File: config.mk
export PLATFORM = sky130hd
export DESIGN_NAME = iomem_mux
export DESIGN_NICKNAME = d
export VERILOG_FILES = /design/src/rtl/iomem_pkg.sv /design/src/rtl/iomem_decode.sv /design/src/rtl/iomem_mux.sv
export SDC_FILE = /design/constraint.sdc
export NUM_CORES = 1
export LEC_CHECK = 0
export ABC_AREA = 1
export ABC_CLOCK_PERIOD_IN_PS = 1500
export CORE_MARGIN = 2
export CORE_UTILIZATION = 25
export CTS_CLUSTER_SIZE = 25
export DETAILED_ROUTE_END_ITERATION = 16
export SLEW_MARGIN = 0
export SYNTH_ARGS = -nofsm -noshare
export SYNTH_HDL_FRONTEND = slang
export SYNTH_SLANG_ARGS = --single-unit
File: constraint.sdc
create_clock -name ck -period 1.5 [get_ports ck]
set_input_delay 0.375 -clock ck [delete_from_list [all_inputs] [get_ports ck]]
set_output_delay 0.375 -clock ck [all_outputs]
set_load 0.005 [all_outputs]
File: src/rtl/iomem_pkg.sv
// rtl/iomem_pkg.sv - shared constants and window decode helper for the iomem multiplexer
package iomem_pkg;

  localparam logic [31:0] ERR_DATA = 32'hDEAD_DEAD;

  localparam logic [1:0] IDLE = 2'd0;
  localparam logic [1:0] WAIT = 2'd1;
  localparam logic [1:0] DONE = 2'd2;

  // Returns {hit, index}; the subtraction wraps, so windows below base never match.
  function automatic logic [4:0] chan_hit(input logic [15:0] addr_hi,
                                          input logic [15:0] base,
                                          input logic [4:0]  n);
    logic [15:0] diff;
    diff = addr_hi - base;
    return {(diff < {11'd0, n}), diff[3:0]};
  endfunction

endpackage

File: src/rtl/iomem_decode.sv
// rtl/iomem_decode.sv - combinational addr[31:16] to one-hot channel hit and index
module iomem_decode
  import iomem_pkg::*;
#(
  parameter int          CHANNELS  = 4,
  parameter logic [15:0] ADDR_BASE = 16'h0300
) (
  input  logic                valid,
  input  logic [15:0]         addr_hi,
  output logic [CHANNELS-1:0] hit,
  output logic [3:0]          idx,
  output logic                any
);

  logic [4:0] res;

  always_comb begin
    hit = '0;
    res = chan_hit(addr_hi, ADDR_BASE, 5'(CHANNELS));
    any = valid && res[4];
    idx = res[3:0];
    for (int i = 0; i < CHANNELS; i++) begin
      hit[i] = any && (res[3:0] == i[3:0]);
    end
  end

endmodule

File: src/rtl/iomem_mux.sv
// rtl/iomem_mux.sv - multi-window iomem slave: strobes one peripheral per access, bounded by a timeout
module iomem_mux
  import iomem_pkg::*;
#(
  parameter int          CHANNELS  = 4,
  parameter logic [15:0] ADDR_BASE = 16'h0300,
  parameter int          TIMEOUT   = 15
) (
  input  logic                   ck,
  input  logic                   rst,
  input  logic                   valid,
  input  logic [3:0]             wstrb,
  input  logic [31:0]            addr,
  input  logic [31:0]            wdata,
  output logic                   ready,
  output logic [31:0]            rdata,
  output logic [CHANNELS-1:0]    ch_we,
  output logic [CHANNELS-1:0]    ch_re,
  output logic [15:0]            ch_addr,
  output logic [31:0]            ch_wdata,
  output logic [3:0]             ch_wstrb,
  input  logic [32*CHANNELS-1:0] ch_rdata,
  input  logic [CHANNELS-1:0]    ch_ready,
  output logic                   err,
  input  logic                   err_clr
);

  logic [1:0]          state, next_state;
  logic [CHANNELS-1:0] hit;
  logic [3:0]          hit_idx, idx_q;
  logic                hit_any, is_write_q;
  logic [7:0]          cnt;
  logic                sel_ready, timed_out;
  logic [31:0]         sel_rdata;

  iomem_decode #(
    .CHANNELS  (CHANNELS),
    .ADDR_BASE (ADDR_BASE)
  ) u_decode (
    .valid   (valid),
    .addr_hi (addr[31:16]),
    .hit     (hit),
    .idx     (hit_idx),
    .any     (hit_any)
  );

  // Only the latched channel's handshake and data are ever looked at.
  always_comb begin
    sel_ready = 1'b0;
    sel_rdata = '0;
    for (int i = 0; i < CHANNELS; i++) begin
      if (idx_q == i[3:0]) begin
        sel_ready = ch_ready[i];
        sel_rdata = ch_rdata[32*i +: 32];
      end
    end
  end

  assign timed_out = (cnt == 8'(TIMEOUT));

  always_ff @(posedge ck) begin
    if (rst) state <= IDLE;
    else     state <= next_state;
  end

  always_comb begin
    next_state = state;
    case (state)
      IDLE:    if (hit_any) next_state = WAIT;
      WAIT:    if (sel_ready || timed_out) next_state = DONE;
      DONE:    next_state = IDLE;
      default: next_state = IDLE;
    endcase
  end

  always_comb begin
    ready = (state == DONE);
  end

  always_ff @(posedge ck) begin
    if (rst) begin
      ch_we      <= '0;
      ch_re      <= '0;
      ch_addr    <= '0;
      ch_wdata   <= '0;
      ch_wstrb   <= '0;
      rdata      <= '0;
      err        <= 1'b0;
      cnt        <= '0;
      idx_q      <= '0;
      is_write_q <= 1'b0;
    end else begin
      ch_we <= '0;
      ch_re <= '0;
      if (err_clr) err <= 1'b0;
      case (state)
        IDLE: begin
          if (hit_any) begin
            idx_q      <= hit_idx;
            is_write_q <= |wstrb;
            ch_addr    <= addr[15:0];
            ch_wdata   <= wdata;
            ch_wstrb   <= wstrb;
            cnt        <= '0;
            if (|wstrb) ch_we <= hit;
            else        ch_re <= hit;
          end
        end
        WAIT: begin
          // A handshake in the same cycle as the timeout wins; a timeout set beats err_clr.
          if (sel_ready) begin
            rdata <= is_write_q ? '0 : sel_rdata;
          end else if (timed_out) begin
            rdata <= ERR_DATA;
            err   <= 1'b1;
          end else begin
            cnt <= cnt + 8'd1;
          end
        end
        default: ;
      endcase
    end
  end

endmodule

Word-level counts from Yosys, hierarchy flattened --
Index checks and enable logic that the tools add are counted.
Storage, ports and cells: flip-flop bits (word level) 108, word-level logic and storage cells 70, output and inout bits 94, bits of input ports 204
Operators by class: reduce and logical (&&, ||, !) cells 18, equal/unequal tests 13, $add $sub $neg 2, magnitude comparators 1, multiplexer cells 22, bitwise gates (word level) 3
Operator list (number):
- two-way mux 32 bit | 7
- two-way mux 8 bit | 3
- == test 4 x 2 -> 1 bit (second input constant) | 4
- less-than comparator 16 x 3 -> 1 bit (second input constant) | 1
- one-hot mux 8 bit (2 select lines) | 1
- subtractor 16 x 10 -> 16 bit (second input constant) | 1
- adder 8 x 1 -> 8 bit (second input constant) | 1
- == test 4 x 1 -> 1 bit (second input constant) | 2
- == test 8 x 4 -> 1 bit (second input constant) | 1
- logical NOT 4 bit | 2
- two-way mux 1 bit | 8
- inequality test 2 bit (second input constant) | 4
- OR reduction 4 bit | 2
- OR reduction 7 bit | 1
- AND reduction 2 bit | 3
- logical AND 1 bit | 5
- two-way mux 2 bit | 2
- one-hot mux 2 bit (2 select lines) | 1
- AND reduction 4 bit | 1
- nonzero test 2 bit | 2
- NOT 1 bit | 3
- == test 2 x 1 -> 1 bit (second input constant) | 1
- == test 2 bit (second input constant) | 1
- logical NOT 2 bit | 1
- logical OR 1 bit | 1

Depth between registers and ports, before layout --
word-level depth 8, mapped depth 11, depth with buffers taken out 10

Cells and area by module --
A second synthesis with hierarchy kept.
Second synthesis, totals: cell total of the unflattened synthesis 834, area, all modules 5296.3 um2
Modules (own cells, without submodules):
- iomem_mux | cells each 803, area each 5152.4 um2, sequential area each 2162.1 um2, instances 1
- iomem_decode | cells each 31, area each 143.9 um2, sequential area each 0.0 um2, instances 1

Worst setup path after synthesis --
Ideal clock, no wire load.
path type input to register, start point input port addr[19], end point register ch_we[0], data arrival time 1.371 ns, setup slack 0.064 ns, data required time 1.435 ns, path buffers 0, stages 8, library setup time 0.065 ns, cells stage by stage nor2_1 nand2_1 nor2_2 nand3_4 nor2_4 inv_2 or2_1 nor2_1
Between the ends: cells in the longest elaborated chain, start to end 5, elaborated cells on any way between the ends 7, classes of those cells 1 x add/sub; 1 x order compare; 1 x bitwise; 4 x reduce/logical
RTL lines:
- from (decl) | RTL line iomem_mux.sv:13 | input logic [31:0] addr,
- subtractor 16 x 10 -> 16 bit * | RTL line iomem_pkg.sv:15 | diff = addr_hi - base;
- less-than comparator 16 x 3 -> 1 bit | RTL line iomem_pkg.sv:16 | return {(diff < {11'd0, n}), diff[3:0]};
- logical AND 1 bit | RTL line iomem_decode.sv:20 | any = valid && res[4];
- NOT 1 bit (no line)
- OR reduction 4 bit (no line)
- to (signal assigned) | RTL line iomem_mux.sv:105 | if (|wstrb) ch_we <= hit;
- to (decl) | RTL line iomem_mux.sv:17 | output logic [CHANNELS-1:0] ch_we,
Every way passes the cells marked *; elsewhere a longest branch is shown, timed or not. A chain may end at the register's enable or synchronous reset.

Worst setup path after layout --
start point register cnt[1], end point register rdata[14]
Between the ends: cells in the longest elaborated chain, start to end 3
RTL lines:
- from (decl) | RTL line iomem_mux.sv:32 | logic [7:0] cnt;
- from (signal assigned) | RTL line iomem_mux.sv:117 | cnt <= cnt + 8'd1;
- == test 8 x 4 -> 1 bit | RTL line iomem_mux.sv:59 | assign timed_out = (cnt == 8'(TIMEOUT));
- nonzero test 2 bit (no line)
- AND reduction 2 bit (no line)
- to (signal assigned) | RTL line iomem_mux.sv:112 | rdata <= is_write_q ? '0 : sel_rdata;
- to (decl) | RTL line iomem_mux.sv:16 | output logic [31:0] rdata,
No other way between the ends.

==> impl_metrics.tcl <==
set metrics [dict create \
    h_tree_depth 3 \
    n_antenna_cell 0 \
    placement_rows 53 \
    drive_above_1_share 0.140 \
    synthesis.area_um2 5270 \
    total_leakage_power_nw 4.49 \
    cp_data_arrival_time_ns 1.75 \
    route.final.wire_length_um 20800 \
    min_path_type "reg2reg" \
    finalWorstPathRequiredPeriod_ns 1.49 \
    seq_power_share 0.471 \
    power_density_nw_per_um2 649 \
    die_area_um2 22300 \
    detail-route-antenna-nets 0 \
    max-vdd-ir-drop_mv 0.508 \
    crit_path_kind "reg2reg" \
    drcViolationCount 0 \
    critPathSlowestCell "sky130_fd_sc_hd__dfxtp_2" \
    met2_usage 0.306 \
    yosys_warnings 0 \
    clock_power_share 0.404 \
    synth_compound_gate_area_share 0.0544 \
    run_status "complete, no violations" \
    synth.net_count 1035 \
    grt_first_pass_wirelength_um 31800 \
    synth-xor-area-share 0.00166 \
    detail_route.iter0.violations 191 \
    rsz0062_at_grt "true" \
    synthCells 830 \
    fin_tns_setup_ns 0 \
    post_synth.cell_area_avg_um2 6.35 \
    place.port_buffers 297 \
    finalClockSkew_ns 0.00824 \
    initial_utilization 0.253 \
    finalNetCount 1356 \
    postSynthRegisterBits 108 \
    crit_path_max_incr_delay_ns 0.36 \
    yosys.area_share.adder 0.00237 \
    place_congestion 0.793 \
    cts_max_path_buffers 2 \
    critical_path.max_fanout 7 \
    cts_tree "built" \
    mostFrequentLayoutCells "sky130_fd_sc_hd__nand2_1, sky130_fd_sc_hd__clkdlybuf4s50_1, sky130_fd_sc_hd__nand3_1, sky130_fd_sc_hd__nor2_1, sky130_fd_sc_hd__dlygate4sd2_1" \
    power.switching_fraction 0.244 \
    fin_hold_ws_ns 0.461 \
    antenna_violations_before_repair 0 \
    layout_worst_path_cycle_share 0.992 \
    finalHoldViolCount 0 \
    global_route.overflow_total 0 \
    worstSkewPairLatency_ns 0.37 \
    num_vias 6304 \
    reported_max_cap_violation_count 0 \
    number_of_synthesized_flops_with_an_enable_pin 0 \
    worst_setup_hold_path_clk_slew_ns 0.08 \
    yosysUniqueCellTypes 30 \
    power.combinational.fraction 0.125 \
    gr-usage-met1 0.215 \
    grt_start_max_net_pins 53 \
    detail_route.vias_per_cell 4.41 \
    root_buffer "sky130_fd_sc_hd__clkbuf_16" \
    worst_slew_pin_slew_ns 0.395 \
    layout.cells.most_common "sky130_fd_sc_hd__nand2_1" \
    floorplan.die.height_um 149 \
    switchingPower_w 0.00148 \
    detailedRoute.firstPassIterationCount 4 \
    crit_path_cell_trace "ha_4 > nand2_2 > nor2_1 > nand4_1 > nand2_2 > nand2_4 > buf_6 > nor2_1 > nor2_2" \
    slew_violations 0 \
    route.detailed.wl_per_inst_um 14.5 \
    final_setup_violation_count 0 \
    worstSetupEndpointType "register" \
    via_count_of_the_first_global_routing_pass 6159 \
    achievable-frequency_ghz 0.672 \
    internal_power_w 0.00459 \
    most_common_flop_cell_mapped_by_yosys "sky130_fd_sc_hd__dfxtp_1" \
    dp_hpwl_um 15400 \
    gr-usage-all-layers 0.181 \
    critical_path.startpoint_type "register" \
    synth.yosys.seq_area_share 0.410 \
    chipWidth_um 149 \
    grt_util_met3 0.0688 \
    dpl_cell_area_um2 8860 \
    final_util 0.449 \
    synth_top_family_by_area "simple AND/OR/NAND/NOR gates" \
    area_growth_pct 77.5 \
    clock-sinks 108 \
    slew_headroom 0.737 \
    post_synth_and_or_nand_nor_area_fraction 0.461 \
    synth_async_sr_flop_share 0 \
    coreArea_um2 20800 \
    finalInstanceArea_um2 9360 \
    timing.critical_path.required_ns 1.77 \
    synth_mux_area_frac 0 \
    cts_inserted_buffers 9 \
    grt.busiest_layer "met2" \
    i_o_pin_count 298 \
]
worst max-delay path, delay by kind of cell, from the launching register on:
kind | cells | cell delay, ns
AND/OR/NAND/NOR | 7 | 0.74
flip-flops | 1 | 0.36
buffers and inverters | 1 | 0.16
adder cells (fa/ha/maj) | 1 | 0.14
power by group through the flow:
stage	registers (W)	clock network, W	logic (W)
3_3_place_gp	0.00293	0	0.000753
5_1_grt	0.00286	0.00264	0.000822
6_report	0.00286	0.00245	0.000759
2_1_floorplan	0.00293	0	0.000149
4_1_cts	0.00286	0.00254	0.000761
3_5_place_dp	0.00293	0	0.000752
synthesized netlist by cell type, types with 2 or more instances:
master / n / area (µm²)
sky130_fd_sc_hd__a21oi_1: 28 / 140
sky130_fd_sc_hd__buf_1: 5 / 18.8
sky130_fd_sc_hd__buf_2: 15 / 75.1
sky130_fd_sc_hd__buf_4: 4 / 30.0
sky130_fd_sc_hd__clkbuf_1: 22 / 82.6
sky130_fd_sc_hd__dfxtp_1: 108 / 2160
sky130_fd_sc_hd__inv_1: 37 / 139
sky130_fd_sc_hd__inv_2: 3 / 11.3
sky130_fd_sc_hd__nand2_1: 272 / 1020
sky130_fd_sc_hd__nand2_2: 4 / 25.0
sky130_fd_sc_hd__nand3_1: 136 / 681
sky130_fd_sc_hd__nor2_1: 138 / 518
sky130_fd_sc_hd__nor2_2: 5 / 31.3
sky130_fd_sc_hd__nor2_4: 2 / 22.5
sky130_fd_sc_hd__nor3_1: 2 / 10.0
sky130_fd_sc_hd__nor3b_1: 2 / 15.0
sky130_fd_sc_hd__o21ai_0: 24 / 120
sky130_fd_sc_hd__o22ai_1: 2 / 12.5
sky130_fd_sc_hd__or2_0: 3 / 18.8
sky130_fd_sc_hd__or2_2: 8 / 50.1
registers in the layout, summed over array words and instances, names as in the netlist:
register	count
idx_q	4
state	2
err	1
ch_re	4
ch_addr	16
is_write_q	1
ch_wdata	32
ch_we	4
ch_wstrb	4
cnt	8
rdata	32
cell type report:
class | instances | area [µm²]
clock inverter | 7 | 76.3
sequential | 108 | 2200
fill | 2170 | 11500
timing repair buffer | 356 | 3440
multi-input combinational | 635 | 2910
inverter | 41 | 164
clock buffer | 9 | 225
tap | 275 | 344
metrics by stage:
stage / std cells / setup WS, ns / power, W
floorplan: 830 / 0.0641 / 0.00308
global placement: 1405 / -0.546 / 0.00368
detailed placement: 1405 / -0.545 / 0.00368
CTS: 1430 / 0.000317 / 0.00616
global route: 1431 / -0.104 / 0.00632
finish: 1431 / 0.0120 / 0.00607
kinds of logic after synthesis:
kind of cell	count (synthesis)
compound gates	56
xor+xnor	1
flops	108
buf+inv	88
fa+ha+maj	1
simple gates	576
worst paths after layout:
| check | startpoint | to | slack [ns] | cells after the start |
|---|---|---|---|---|
| max reg2reg | cnt[1]$_SDFFE_PP0P_ | rdata[14]$_SDFFE_PP0P_ | 0.01 | 9 |
| max | cnt[1]$_SDFFE_PP0P_ | rdata[14]$_SDFFE_PP0P_ | 0.01 | 9 |
| min | rdata[4]$_SDFFE_PP0P_ | rdata[4]$_SDFFE_PP0P_ | 0.46 | 2 |
| min reg2reg | rdata[4]$_SDFFE_PP0P_ | rdata[4]$_SDFFE_PP0P_ | 0.46 | 2 |
timing repair:
action                                  4_1_cts  5_1_grt
buffers inserted                              8        1
pin swaps                                    21       14
cloned                                        1        0
endpoints found under the setup margin      196       83
gates resized for setup                     158       44
hold buffers                                  0        0
per-layer routing:
metal,wire (µm),vias up,part of all wire
met3,2220,14,0.11
met2,9550,232,0.46
met1,8740,2791,0.42
met5,0,-,0
met4,266,0,0.013
li1,-,3267,-
(Power assumes the default switching activity.)
